File: config.mk
export PLATFORM = sky130hd
export DESIGN_NAME = fetch_queue_flat
export DESIGN_NICKNAME = d
export VERILOG_FILES = /design/src/rtl/fetch_queue_if.sv /design/src/rtl/fetch_queue.sv /design/src/flat_wrapper.sv
export SDC_FILE = /design/constraint.sdc
export NUM_CORES = 1
export LEC_CHECK = 0
export ABC_CLOCK_PERIOD_IN_PS = 3400
export BUFFER_PORTS_ARGS = -buffer_cell sky130_fd_sc_hd__buf_2
export CAP_MARGIN = 20
export CORE_MARGIN = 4
export CORE_UTILIZATION = 45
export DETAILED_ROUTE_END_ITERATION = 16
export PLACE_DENSITY = 0.67
export SLEW_MARGIN = 20
export SYNTH_ARGS = -nofsm -noshare
export SYNTH_HDL_FRONTEND = slang
export SYNTH_SLANG_ARGS = --single-unit
File: constraint.sdc
create_clock -name clk -period 3.4 [get_ports clk]
set_input_delay 0.17 -clock clk [delete_from_list [all_inputs] [get_ports clk]]
set_output_delay 0.17 -clock clk [all_outputs]
set_load 0.01 [all_outputs]
File: src/rtl/fetch_queue_if.sv
// fetch_queue_if: handshake bundle around the fetch stage.
//   Instruction memory : imem_req_valid/addr out, imem_req_ready in,
//                        imem_resp_valid/data in (responses in request order).
//   Decode / hazard    : redirect_valid/pc and stall in.
//   F/D register       : instr_valid, instr, pc_plus4 out.
// modport master is the fetch_queue side; slave is the environment side
// (memory + decode + hazard unit).
interface fetch_queue_if;
  logic        imem_req_valid;
  logic [31:0] imem_req_addr;
  logic        imem_req_ready;
  logic        imem_resp_valid;
  logic [31:0] imem_resp_data;
  logic        redirect_valid;
  logic [31:0] redirect_pc;
  logic        stall;
  logic        instr_valid;
  logic [31:0] instr;
  logic [31:0] pc_plus4;

  modport master (
    output imem_req_valid, imem_req_addr,
    input  imem_req_ready, imem_resp_valid, imem_resp_data,
    input  redirect_valid, redirect_pc, stall,
    output instr_valid, instr, pc_plus4
  );

  modport slave (
    input  imem_req_valid, imem_req_addr,
    output imem_req_ready, imem_resp_valid, imem_resp_data,
    output redirect_valid, redirect_pc, stall,
    input  instr_valid, instr, pc_plus4
  );
endinterface

File: src/rtl/fetch_queue.sv
// fetch_queue: MIPS fetch front end. Issues word fetches to instruction
// memory, buffers returned words in an in-order queue and presents the head
// (instruction + PC+4) to the F/D register. Decode redirects flush the queue
// and discard every response still in flight.
//
// Ports:
//   clk, reset  - clock; synchronous active-high reset
//   fq          - fetch_queue_if.master (imem req/resp, redirect, stall,
//                 head instruction outputs)
//   bubble_cnt, redirect_cnt - saturating perf counters, only present when
//                 FETCH_PERF_EN is defined
//
// Parameters: DEPTH (queue entries and credit limit, power of 2, >= 2),
//             RESET_PC (first fetch address).
module fetch_queue #(
  parameter int unsigned  DEPTH    = 4,
  parameter logic [31:0]  RESET_PC = 32'h0040_0000
) (
  input  logic          clk,
  input  logic          reset,
  fetch_queue_if.master fq
`ifdef FETCH_PERF_EN
  ,
  output logic [31:0]   bubble_cnt,
  output logic [31:0]   redirect_cnt
`endif
);

  localparam int AW = $clog2(DEPTH);
  localparam int CW = $clog2(DEPTH + 1);

  typedef struct packed {
    logic [31:0] instr;
    logic [31:0] pcPlus4;
  } entry_t;

  entry_t        entries  [DEPTH];
  logic [31:0]   addrFifo [DEPTH];   // address of each outstanding request
  logic [AW-1:0] qHead, qTail, aHead, aTail;
  logic [CW-1:0] count, outstanding, dropCnt, outstandingNxt;
  logic [CW:0]   inUse;
  logic [31:0]   fetchPc;
  logic          headValid, accept, respIn, redirect, push, pop;

  // Credit: queued + outstanding never exceeds DEPTH, so a response always
  // has a free slot and is never back-pressured.
  assign inUse     = {1'b0, count} + {1'b0, outstanding};
  assign headValid = (count != '0);
  assign redirect  = fq.redirect_valid;
  assign respIn    = fq.imem_resp_valid;

  assign fq.imem_req_valid = !reset && (inUse < (CW+1)'(DEPTH));
  assign fq.imem_req_addr  = fetchPc;
  assign accept            = fq.imem_req_valid && fq.imem_req_ready;

  // A redirect kills both the arriving response and the head pop.
  assign push = respIn && (dropCnt == '0) && !redirect;
  assign pop  = headValid && !fq.stall && !redirect;

  assign outstandingNxt = outstanding + CW'(accept) - CW'(respIn);

  assign fq.instr_valid = headValid;
  assign fq.instr       = headValid ? entries[qHead].instr   : 32'h0;
  assign fq.pc_plus4    = headValid ? entries[qHead].pcPlus4 : 32'h0;

  always_ff @(posedge clk) begin
    if (reset) begin
      fetchPc     <= RESET_PC;
      qHead       <= '0;
      qTail       <= '0;
      count       <= '0;
      aHead       <= '0;
      aTail       <= '0;
      outstanding <= '0;
      dropCnt     <= '0;
    end else begin
      // The address FIFO tracks every outstanding request, stale or not,
      // so it stays aligned with the memory's response order.
      outstanding <= outstandingNxt;
      if (accept) aTail <= aTail + AW'(1);
      if (respIn) aHead <= aHead + AW'(1);

      if (redirect) begin
        fetchPc <= {fq.redirect_pc[31:2], 2'b00};
        qHead   <= '0;
        qTail   <= '0;
        count   <= '0;
        // Everything still in flight after this cycle is wrong-path,
        // including a request accepted this very cycle.
        dropCnt <= outstandingNxt;
      end else begin
        if (accept) fetchPc <= fetchPc + 32'd4;
        if (respIn && (dropCnt != '0)) dropCnt <= dropCnt - CW'(1);
        if (push) qTail <= qTail + AW'(1);
        if (pop)  qHead <= qHead + AW'(1);
        count <= count + CW'(push) - CW'(pop);
      end
    end
  end

  // Storage arrays carry no reset; validity comes from the pointers.
  always_ff @(posedge clk) begin
    if (accept) addrFifo[aTail] <= fetchPc;
    if (push)   entries[qTail]  <= '{instr: fq.imem_resp_data,
                                     pcPlus4: addrFifo[aHead] + 32'd4};
  end

`ifdef FETCH_PERF_EN
  always_ff @(posedge clk) begin
    if (reset) begin
      bubble_cnt   <= '0;
      redirect_cnt <= '0;
    end else begin
      if (!headValid && !fq.stall && (bubble_cnt != '1))
        bubble_cnt <= bubble_cnt + 32'd1;
      if (redirect && (redirect_cnt != '1))
        redirect_cnt <= redirect_cnt + 32'd1;
    end
  end
`endif

endmodule

File: src/flat_wrapper.sv
// flat-port wrapper written by rule: the top's interface ports become plain ports
module fetch_queue_flat 
#(
  parameter int unsigned  DEPTH    = 4,
  parameter logic [31:0]  RESET_PC = 32'h0040_0000
)
  (clk, reset, fq_imem_req_valid, fq_imem_req_addr, fq_imem_req_ready, fq_imem_resp_valid, fq_imem_resp_data, fq_redirect_valid, fq_redirect_pc, fq_stall, fq_instr_valid, fq_instr, fq_pc_plus4);
  fetch_queue_if fq_i ();
  input  logic clk;
  input  logic reset;
  output wire logic [$bits(fq_i.imem_req_valid)-1:0] fq_imem_req_valid;
  output wire logic [$bits(fq_i.imem_req_addr)-1:0] fq_imem_req_addr;
  input wire logic [$bits(fq_i.imem_req_ready)-1:0] fq_imem_req_ready;
  input wire logic [$bits(fq_i.imem_resp_valid)-1:0] fq_imem_resp_valid;
  input wire logic [$bits(fq_i.imem_resp_data)-1:0] fq_imem_resp_data;
  input wire logic [$bits(fq_i.redirect_valid)-1:0] fq_redirect_valid;
  input wire logic [$bits(fq_i.redirect_pc)-1:0] fq_redirect_pc;
  input wire logic [$bits(fq_i.stall)-1:0] fq_stall;
  output wire logic [$bits(fq_i.instr_valid)-1:0] fq_instr_valid;
  output wire logic [$bits(fq_i.instr)-1:0] fq_instr;
  output wire logic [$bits(fq_i.pc_plus4)-1:0] fq_pc_plus4;
  assign fq_imem_req_valid = fq_i.imem_req_valid;
  assign fq_imem_req_addr = fq_i.imem_req_addr;
  assign fq_i.imem_req_ready = fq_imem_req_ready;
  assign fq_i.imem_resp_valid = fq_imem_resp_valid;
  assign fq_i.imem_resp_data = fq_imem_resp_data;
  assign fq_i.redirect_valid = fq_redirect_valid;
  assign fq_i.redirect_pc = fq_redirect_pc;
  assign fq_i.stall = fq_stall;
  assign fq_instr_valid = fq_i.instr_valid;
  assign fq_instr = fq_i.instr;
  assign fq_pc_plus4 = fq_i.pc_plus4;
  fetch_queue #(.DEPTH(DEPTH), .RESET_PC(RESET_PC)) u_core (.clk(clk), .reset(reset), .fq(fq_i));
endmodule
# After elaboration in Yosys (flattened, before gate mapping)
# Memory sizes are Yosys's and may differ from the RTL's. A register that Yosys moved wholly into a read port is not among the register bits.
# Index checks and enable logic that the tools add are counted.
[totals] memories=2 wordCells=54 rom_bits=0 register_bits=49 latchBits=0 mem_bits_rw=384
[op_classes] shift=0 div_mod_pow=0 n_reduce_logical=16 order_cmp=1 eq_ne=0 mul=0 add_sub_neg=12 n_mux=14 bitwise=0
[memory_table] memory="u_core.entries" depth=4 width=64 rd=1 rd_clocked_by_memory_dff=1 wr=1 line="fetch_queue.sv:37" text="entry_t entries [DEPTH];"
[memory_table] memory="u_core.addrFifo" depth=4 width=32 rd=1 rd_clocked_by_memory_dff=1 wr=1 line="fetch_queue.sv:38" text="logic [31:0] addrFifo [DEPTH];"
[op_table] operator="32-bit two-way mux" count=4
[op_table] operator="32-bit by 3-bit adder with 32-bit output (second input constant)" count=2
[op_table] operator="2-bit by 1-bit adder with 2-bit output (second input constant)" count=4
[op_table] operator="2-bit two-way mux" count=4
[op_table] operator="1-bit logical AND" count=7
[op_table] operator="3-bit by 1-bit adder with 3-bit output" count=2
[op_table] operator="3-bit two-way mux" count=2
[op_table] operator="3-bit nonzero test" count=2
[op_table] operator="3-bit by 1-bit subtractor with 3-bit output" count=2
[op_table] operator="3-bit by 3-bit adder with 4-bit output" count=1
[op_table] operator="4-bit by 3-bit less-than comparator with 1-bit output (second input constant)" count=1
[op_table] operator="1-bit two-way mux" count=4
[op_table] operator="2-bit nonzero test" count=2
[op_table] operator="1-bit logical NOT" count=3
[op_table] operator="3-bit logical NOT" count=1
[op_table] operator="3-bit by 1-bit subtractor with 3-bit output (second input constant)" count=1
[op_table] operator="2-bit OR reduction" count=1

# Logic depth before layout (Yosys ltp)
# Gate-level depths: netlist of run 1.
[depth] ltp_word=7 mapped_depth=9 depth_no_buf=8

# Worst setup path before layout of run 1
# Ideal clock, no wire load.
[synth_timing] path_kind="register to register" start="register u_core.dropCnt[0]" end="memory u_core.entries[0][10] (netlist name) (enable)" stages_incl_launch_ff=6 path_slack_ns=0.600 required_ns=2.973 arrival_ns=2.373 cell_sequence="dfxtp_1 > inv_1 > ha_1 > nand3_1 > nor2_1 > and2_1"
[synth_via] elab_chain_len=5
[synth_lines] element="start: declaration" line="fetch_queue.sv:40" text="logic [CW-1:0] count, outstanding, dropCnt, outstandingNxt;"
[synth_lines] element="start signal: assignment" line="fetch_queue.sv:90" text="dropCnt <= outstandingNxt;"
[synth_lines] element="start signal: assignment" line="fetch_queue.sv:93" text="if (respIn && (dropCnt != '0)) dropCnt <= dropCnt - CW'(1);"
[synth_lines] element="3-bit logical NOT" line="fetch_queue.sv:57" text="assign push = respIn && (dropCnt == '0) && !redirect;"
[synth_lines] element="1-bit logical AND (2 in series)" line="fetch_queue.sv:57"
[synth_lines] element="via u_core.push" line="fetch_queue.sv:43" text="logic headValid, accept, respIn, redirect, push, pop;"
[synth_lines] element="1-bit two-way mux" line="fetch_queue.sv:104" text="if (push) entries[qTail] <= '{instr: fq.imem_resp_data,"
[synth_lines] element="1-bit two-way mux (not written as such)" line="fetch_queue.sv:104"
[synth_lines] element="end: declaration" line="fetch_queue.sv:37"
# The timed path passes the listed nets, and every way through them passes these cells.

==> results of run 1 <==
[placed cells by master (no fill, tap or decap), types with 13 or more instances in the layout]
master / netlist / layout
inv_1: 26 / 25
dlygate4sd3_1: 0 / 62
mux4_1: 18 / 18
nand4_1: 14 / 14
a211oi_1: 19 / 19
edfxtp_1: 368 / 368
nand2_1: 27 / 27
nor3_1: 15 / 14
clkbuf_16: 0 / 42
buf_4: 4 / 24
buf_2: 10 / 161
and2_1: 17 / 13
xor2_1: 13 / 13
mux4_2: 74 / 74
ha_1: 18 / 18
nor2b_1: 65 / 65
dfxtp_1: 51 / 49
nor2_1: 44 / 44
xnor2_1: 46 / 46
nand3_1: 17 / 17
[registers in the layout (all words and copies together), names as in the netlist, named ones only]
register / count
u_core.entries: 248
u_core.addrFifo: 120
u_core.fq.imem_req_addr: 30
u_core.count: 3
u_core.dropCnt: 3
u_core.outstanding: 3
u_core.aHead: 2
u_core.aTail: 2
u_core.qHead: 2
u_core.qTail: 2
[cells by family (layout without fill, tap and decap cells)]
kind of cell,count (synthesis),after routing,share of synthesized area
DFF,419,419,0.706
muxes,95,95,0.127
xor gates and xnor gates,59,59,0.0302
and+or+nand+nor,239,239,0.0810
other,1,4,0.000219
buffers and inverters,74,356,0.0208
AOI/OAI and AO/OA,46,46,0.0190
adders and majority gates,20,20,0.0155
[path summary, 6_finish.rpt]
kind | end | slack (ns) | cells after the start
min reg2reg | flip-flop | 0.54 | 2
max | u_core.entries[3][31] | 0.72 | 6
min | u_core.aHead[0] | 0.04 | 3
max reg2reg | u_core.entries[3][31] | 0.72 | 6
[what timing repair did]
item,4_1_cts,5_1_grt
endpoints found under the setup margin,0,0
hold buffers,62,0
endpoints found under the hold margin,158,0
[critical path, stage by stage (launching register included)]
cell and delay [ns]:
dfxtp_1 0.30, buf_4 0.33, mux4_1 0.45, nand4_4 0.17
nor4_4 0.61, nand4_1 0.19, xnor2_1 0.37
[power groups by stage]
stage / Sequential [mW] / Combinational (mW) / Clock [mW]
after floorplan: 6.10 / 0.717 / 0
after global placement: 6.11 / 1.06 / 0
after detailed placement: 6.12 / 1.08 / 0
after CTS: 6.01 / 1.15 / 4.62
after global routing: 6.03 / 1.25 / 4.84
final: 6.01 / 1.13 / 4.51
[layer usage]
| layer | share of wire | wire length (um) | up-vias | GRT usage |
|---|---|---|---|---|
| li1 | - | - | 4226 | - |
| met1 | 0.45 | 15200 | 4499 | 0.232 |
| met2 | 0.47 | 15700 | 261 | 0.260 |
| met3 | 0.056 | 1880 | 53 | 0.0276 |
| met4 | 0.020 | 669 | 0 | 0.0405 |
| met5 | 0 | 0 | - | 0 |
[metrics by stage]
step                hold WS, ns  cell area (um^2)  cells   util
floorplan                 0.269             17100    956      -
global placement          0.387             18600   1611  0.496
detailed placement        0.391             18600   1611  0.496
CTS                      0.0316             20600   1749  0.548
global route             0.0673             20600   1749  0.548
finish                   0.0403             20600   1749  0.548
[area by class of cell]
class	instances	area, um^2	share of cell area
flip-flops and latches	419	12100	0.586
multi-input cells	463	4680	0.227
repair buffers	254	1750	0.0847
clock buffers	50	1110	0.0539
well taps	511	639	0.0310
clock inverters	26	255	0.0124
inverters	26	97.6	0.00474
==> out/results.tsv, run 1 <==
metric	value	unit
status	completed	
# fillers	2972	
final net count	1296	
CTS resizes	0	
Yosys reg bits	419	
Most used DFF post-synth	edfxtp_1	
via count	9039	
clk sink count	419	
Async SR Flop Fraction	0	
Combinational Power Share	0.097	
initial antenna violation count	0	
worst-case clock buffer depth	3	
Synth Cell Area	17100	um^2
number of diodes	0	
fin worst setup slack	0.724	ns
clk_lat worst skew	0.53	ns
RSZ-0062 raised after global routing	no	
count leader, synth	edfxtp_1	
Total Power	11.6	mW
first-pass GRT wire length	52600	um
total CTS buffers	42	
peak supply drop	375	uV
total routed wirelength	33400	um
clk slew on worst S/H paths	0.06	ns
grt total ovfl	0	
vias in the first global route	9420	
H-tree levels	2	
Mapped Avg Cell Area	17.9	um^2
Setup crit end kind	flip-flop	
Chip Width	203	um
die height	203	um
Hold Path Origin	fq_imem_resp_valid	
Critical Path RT	3.69	ns
Int Power	9.11	mW
CTS tree	done	
fmax	374	MHz
top cells by area, synth	edfxtp_1 65%, mux4_2 9.8%, dfxtp_1 6.0%, mux4_1 2.8%, nor2b_1 2.4%	
leak pwr	7.03	nW
post-CTS setup buffer count	0	
number of synthesized flops with an enable pin	368	
root buffer cell	clkbuf_16	
largest net degree at the start of global routing	64	
# rows	71	
Final Cycle Share	0.787	
min Tclk post-route	2.68	ns
WS Path Type	flip-flop to flip-flop	
number of I/O port buffers	161	
area grow syn2layout	20.6	%
synth cell count leaders	368 x edfxtp_1, 74 x mux4_2, 65 x nor2b_1	
DP HPWL	21300	um
startpoint type of the worst setup path	flip-flop	
number of endpoints failing setup at the final stage	0	
vias per cell	5.17	
clock network fraction of total power	0.387	
setup_tns	0	ns
post-synthesis cell count	953	
Worst slew margin	0.478	
switching share of power	0.218	
GRT Util Overall	0.161	
WL/cell	19.1	um
maximum fanout along the worst path	22	
clock skew	0.0247	ns
crit path DAT	2.97	ns
yosys warns	0	
sw power	2.54	mW
Final ANT Viol Nets	0	
sequential share of power	0.516	
I/O pin cnt	168	
DP Worst Slack	0.741	ns
Core Region	37600	um^2
slew at the pin closest to its max-slew limit	0.783	ns
Worst Hold Class	primary input to flip-flop	
top-area cell type share of the netlist area	0.647	
1st-pass router iterations	5	
share of the yosys chip area belonging to registers	0.706	
Die ar.	41200	um^2
Fin. Hold Viols	0	
# DRC	0	
RD Place Congestion	0.789	
PwrDens	565	nW/um^2
Yosys cell types	49	
Starting Density	0.455	
layout cells sized above 1	0.283	
max-cap violations	0	
drt initial violations	532	
post-synth top area cell	edfxtp_1	
Final Max Slew Viols	0	
Power figures use the tool's default switching activity.
==> run 2: changes to the inputs <==
--- a/config.mk
+++ b/config.mk
@@ -5,13 +5,13 @@
 export SDC_FILE = /design/constraint.sdc
 export NUM_CORES = 1
 export LEC_CHECK = 0
-export ABC_CLOCK_PERIOD_IN_PS = 3400
+export ABC_CLOCK_PERIOD_IN_PS = 2400
 export BUFFER_PORTS_ARGS = -buffer_cell sky130_fd_sc_hd__buf_2
 export CAP_MARGIN = 20
 export CORE_MARGIN = 4
 export CORE_UTILIZATION = 45
 export DETAILED_ROUTE_END_ITERATION = 16
-export PLACE_DENSITY = 0.67
+export PLACE_DENSITY = 0.7
 export SLEW_MARGIN = 20
 export SYNTH_ARGS = -nofsm -noshare
 export SYNTH_HDL_FRONTEND = slang
==> constraint.sdc (replaced) <==
create_clock -name clk -period 2.4 [get_ports clk]
set_input_delay 0.12 -clock clk [delete_from_list [all_inputs] [get_ports clk]]
set_output_delay 0.12 -clock clk [all_outputs]
set_load 0.01 [all_outputs]
==> out/results.tsv, run 2 (same netlist as run 1, synthesis figures left out) <==
metric	value	unit
status	completed	
Largest register FFs	248	
total routed wirelength	34100	um
1st-pass router iterations	4	
Die ar.	41200	um^2
PwrDens	792	nW/um^2
setup_tns	0	ns
clk sink count	419	
RD Place Congestion	0.795	
WS Path Type	flip-flop to flip-flop	
startpoint type of the worst setup path	flip-flop	
total CTS buffers	43	
root buffer cell	clkbuf_16	
Setup crit end kind	flip-flop	
register area	12100	um^2
number of I/O port buffers	161	
clock skew	0.0221	ns
largest net degree at the start of global routing	64	
initial antenna violation count	0	
H-tree levels	2	
sequential share of power	0.511	
clk slew on worst S/H paths	0.06	ns
clk_lat worst skew	0.54	ns
min Tclk post-route	2.31	ns
die height	203	um
# DRC	0	
Chip Width	203	um
# rows	71	
most frequent cells in the layout	368 x edfxtp_1, 161 x buf_2, 74 x mux4_2, 65 x nor2b_1, 63 x dlygate4sd3_1	
crit path DAT	2.63	ns
Worst Hold Class	primary input to flip-flop	
Final Cycle Share	0.964	
vias in the first global route	9463	
grt total ovfl	0	
clock network fraction of total power	0.385	
area grow syn2layout	22.7	%
number of diodes	0	
peak supply drop	501	uV
slew at the pin closest to its max-slew limit	0.595	ns
via count	9241	
first-pass GRT wire length	54000	um
Int Power	12.9	mW
Most flops, register	u_core.entries	
worst-case clock buffer depth	3	
fmax	432	MHz
RSZ-0062 raised after global routing	yes	
final net count	1315	
Worst slew margin	0.600	
I/O pin cnt	168	
layout cells sized above 1	0.303	
CTS tree	done	
drt initial violations	512	
sw power	3.69	mW
Core Region	37600	um^2
number of endpoints failing setup at the final stage	0	
DP HPWL	21100	um
Fin. Hold Viols	0	
GRT Util Overall	0.165	
Final Max Slew Viols	0	
Cells after DPL	1628	
Starting Density	0.455	
Finished Layout Cells	1769	
switching share of power	0.222	
Util after Layout	0.558	
most common cell after layout, fill and taps aside	edfxtp_1	
WL/cell	19.3	um
vias per cell	5.22	
Final ANT Viol Nets	0	
Critical Path RT	2.72	ns
leak pwr	7.21	nW
maximum fanout along the worst path	10	
area of the multi-input gates	4770	um^2
Combinational Power Share	0.104	
max-cap violations	0	
# fillers	2865	
[run 2: cell count changes in the layout (fill, tap and decap cells not counted), sizes merged]
| cell | previous run | this run |
|---|---|---|
| inv | 26 | 28 |
| dlygate4sd3 | 62 | 63 |
| clkinvlp | 1 | 2 |
| bufinv | 5 | 4 |
| clkbuf | 50 | 48 |
| clkinv | 20 | 22 |
| buf | 192 | 209 |
[run 2: repair_timing]
item                       CTS  global route
setup buffers                0             0
resized for setup            0            14
setup endpoints to repair    0            50
hold endpoints to repair   159             0
hold buffers                63             0
[run 2: final timing paths]
| check | startpoint | endpoint | slack [ns] | cells past startpoint |
|---|---|---|---|---|
| max | flip-flop | u_core.entries[0][8] | 0.09 | 7 |
| min | fq_redirect_valid | u_core.dropCnt[2] | 0.05 | 3 |
| min reg2reg | u_core.aHead[1] | u_core.aHead[1] | 0.54 | 2 |
| max reg2reg | flip-flop | u_core.entries[0][8] | 0.09 | 7 |
[run 2: critical path: stages (launching register included)]
cell     delay [ns]
dfxtp_1        0.37
buf_4          0.25
mux4_2         0.54
ha_1           0.25
nand2_1        0.16
nor2_1         0.07
buf_4          0.16
xor2_1         0.30
[run 2: through the flow]
step | hold WS (ns) | setup slack, ns | total power [mW] | cell area [um^2]
2_1_floorplan | 0.219 | 0.133 | 9.65 | 17100
3_3_place_gp | 0.333 | 0.116 | 10.2 | 18900
3_5_place_dp | 0.340 | 0.0885 | 10.3 | 18900
4_1_cts | 0.0303 | 0.00676 | 16.7 | 20900
5_1_grt | 0.0770 | -0.0274 | 17.3 | 21000
6_report | 0.0464 | 0.0868 | 16.6 | 21000
[run 2: cell type report]
type	count	area share
clock inverter	30	0.0122
timing repair buffer	272	0.0954
clock buffer	48	0.0532
multi-input combinational	463	0.228
inverter	26	0.00466
tap	511	0.0305
sequential	419	0.576
[run 2: power by group through the flow]
| stage | combinational, mW | sequential [mW] | clock [mW] |
|---|---|---|---|
| floorplan | 1.02 | 8.63 | 0 |
| global placement | 1.58 | 8.62 | 0 |
| detailed placement | 1.62 | 8.64 | 0 |
| CTS | 1.71 | 8.48 | 6.54 |
| global route | 1.89 | 8.51 | 6.86 |
| finish | 1.72 | 8.49 | 6.39 |
[run 2: per-layer routing]
metal  global-route usage  share of wire  up-vias
met5                    0              0        -
met4               0.0386          0.017        0
met3               0.0305          0.052       47
met2                0.265           0.48      264
met1                0.239           0.46     4654
li1                     -              -     4276
==> run 3: changes to the inputs <==
--- a/config.mk
+++ b/config.mk
@@ -12,6 +12,7 @@
 export CORE_UTILIZATION = 45
 export DETAILED_ROUTE_END_ITERATION = 16
 export PLACE_DENSITY = 0.7
+export REMOVE_ABC_BUFFERS = 1
 export SLEW_MARGIN = 20
 export SYNTH_ARGS = -nofsm -noshare
 export SYNTH_HDL_FRONTEND = slang
==> out/results.tsv, run 3 (same netlist as run 1, synthesis figures left out) <==
metric	value	unit
root buffer cell	clkbuf_16	
Final ANT Viol Nets	0	
Cells after DPL	1632	
highest routed layer	met4	
# DRC	0	
Final Cycle Share	0.960	
area of the multi-input gates	4790	um^2
leak pwr	7.28	nW
Starting Density	0.455	
WL/cell	19.0	um
initial antenna violation count	0	
R2R cell count	6	
PwrDens	789	nW/um^2
fin worst setup slack	0.0953	ns
GRT Util Overall	0.165	
status	completed	
RD Place Congestion	0.791	
area grow syn2layout	23.1	%
Reg-to-Reg End	u_core.fq.imem_req_addr[16]	
vias per cell	5.19	
Finished Cell Area	21000	um^2
DP HPWL	21400	um
met1 wire length	15000	um
clk slew on worst S/H paths	0.06	ns
RSZ-0062 raised after global routing	no	
Fin. Hold Viols	0	
grt total ovfl	0	
Worst slew margin	0.614	
clk sink count	419	
CTS tree	done	
fmax	434	MHz
drt initial violations	426	
Worst R2R Setup Slack	0.1	ns
max-cap violations	0	
die height	203	um
WS Path Type	flip-flop to flip-flop	
Final Max Slew Viols	0	
peak supply drop	509	uV
Util after Layout	0.560	
Setup crit end kind	flip-flop	
# fillers	2868	
slowest stage cell, crit path	or3_4	
Crit path largest cell delay	0.44	ns
Hold Path Origin	fq_redirect_valid	
I/O pin cnt	168	
total CTS buffers	44	
final net count	1323	
worst-case clock buffer depth	3	
Total Power	16.6	mW
layout cells sized above 1	0.308	
Worst Hold Depth	4	
DP Worst Slack	-0.0816	ns
Finished Layout Cells	1779	
slew at the pin closest to its max-slew limit	0.579	ns
DR WL met2	16800	um
Critical Path RT	2.86	ns
min Tclk post-route	2.30	ns
Die ar.	41200	um^2
number of endpoints failing setup at the final stage	0	
clock skew	0.0198	ns
startpoint type of the worst setup path	flip-flop	
Chip Width	203	um
Worst Hold Class	primary input to flip-flop	
vias in the first global route	9566	
first-pass GRT wire length	53500	um
crit path DAT	2.76	ns
setup_tns	0	ns
final hold slack	0.0526	ns
RR Startpoint	u_core.outstanding[2]	
most common cell after layout, fill and taps aside	edfxtp_1	
register area	12100	um^2
Most flops, register	u_core.entries	
met3 routed wirelength	1640	um
number of I/O port buffers	161	
delay-heaviest family, CP	simple AND/OR/NAND/NOR gates	
largest net degree at the start of global routing	64	
clk_lat worst skew	0.55	ns
most frequent cells in the layout	368 x edfxtp_1, 161 x buf_2, 75 x mux4_2, 65 x nor2b_1, 64 x dlygate4sd3_1	
H-tree levels	2	
Core Region	37600	um^2
# rows	71	
maximum fanout along the worst path	5	
via count	9231	
cells along the critical path	ha_1 -> nor4_4 -> nand4_1 -> or3_4 -> or4_1 -> a31oi_1	
total routed wirelength	33900	um
1st-pass router iterations	4	
Largest register FFs	248	
Post-DP Area	18900	um^2
number of diodes	0	
worst path buffer plus inverter count	0	
run 3: cell count changes in the layout (fill, tap and decap cells not counted), moves of 3 or more:
cell	before	now
and2_2	9	5
and2_1	9	13
clkinv_1	15	11
buf_4	31	36
clkinv_2	6	9
run 3: what timing repair did:
action	in CTS	in global routing
endpoints found under the setup margin	80	63
resized for setup	4	16
hold buffers	64	0
buffers inserted	2	0
endpoints found under the hold margin	164	0
run 3: area by class of cell:
cell class,count,share of cell area
Clock buffer,53,0.0559
Clock inverter,28,0.00934
Inverter,26,0.00464
Multi-Input combinational cell,463,0.228
Sequential cell,419,0.574
Tap cell,511,0.0304
Timing Repair Buffer,279,0.0979
run 3: worst max-delay path by stage:
stage	startpoint	endpoint	slack (ns)	cells after the start
final	u_core.outstanding[2]	u_core.fq.imem_req_addr[16]	0.1	6
after global routing	flip-flop	u_core.entries[0][29]	0.002	7
after CTS	flip-flop	u_core.entries[1][11]	0.04	6
after detailed placement	flip-flop	u_core.entries[2][28]	-0.08	7
after global placement	flip-flop	u_core.entries[0][28]	0.04	7
after floorplan	u_core.count[1]	u_core.count[2]	-2.87	8
run 3: metal layers:
layer / vias up / GRT usage
met2: 214 / 0.279
li1: 4300 / -
met4: 0 / 0.0369
met5: - / 0
met3: 40 / 0.0294
met1: 4677 / 0.226
run 3: tightest hold or removal path, delay by kind of cell:
kind          cells  cell delay (ns)
buf+inv           1             0.12
xor+xnor          1             0.14
simple gates      2             0.17
run 3: power breakdown:
part           switching (mW)  total (mW)  internal, mW  leakage [nW]
Combinational           0.930        1.72         0.791          2.83
Clock                    2.68        6.39          3.71         0.674
Sequential              0.131        8.48          8.35          3.77
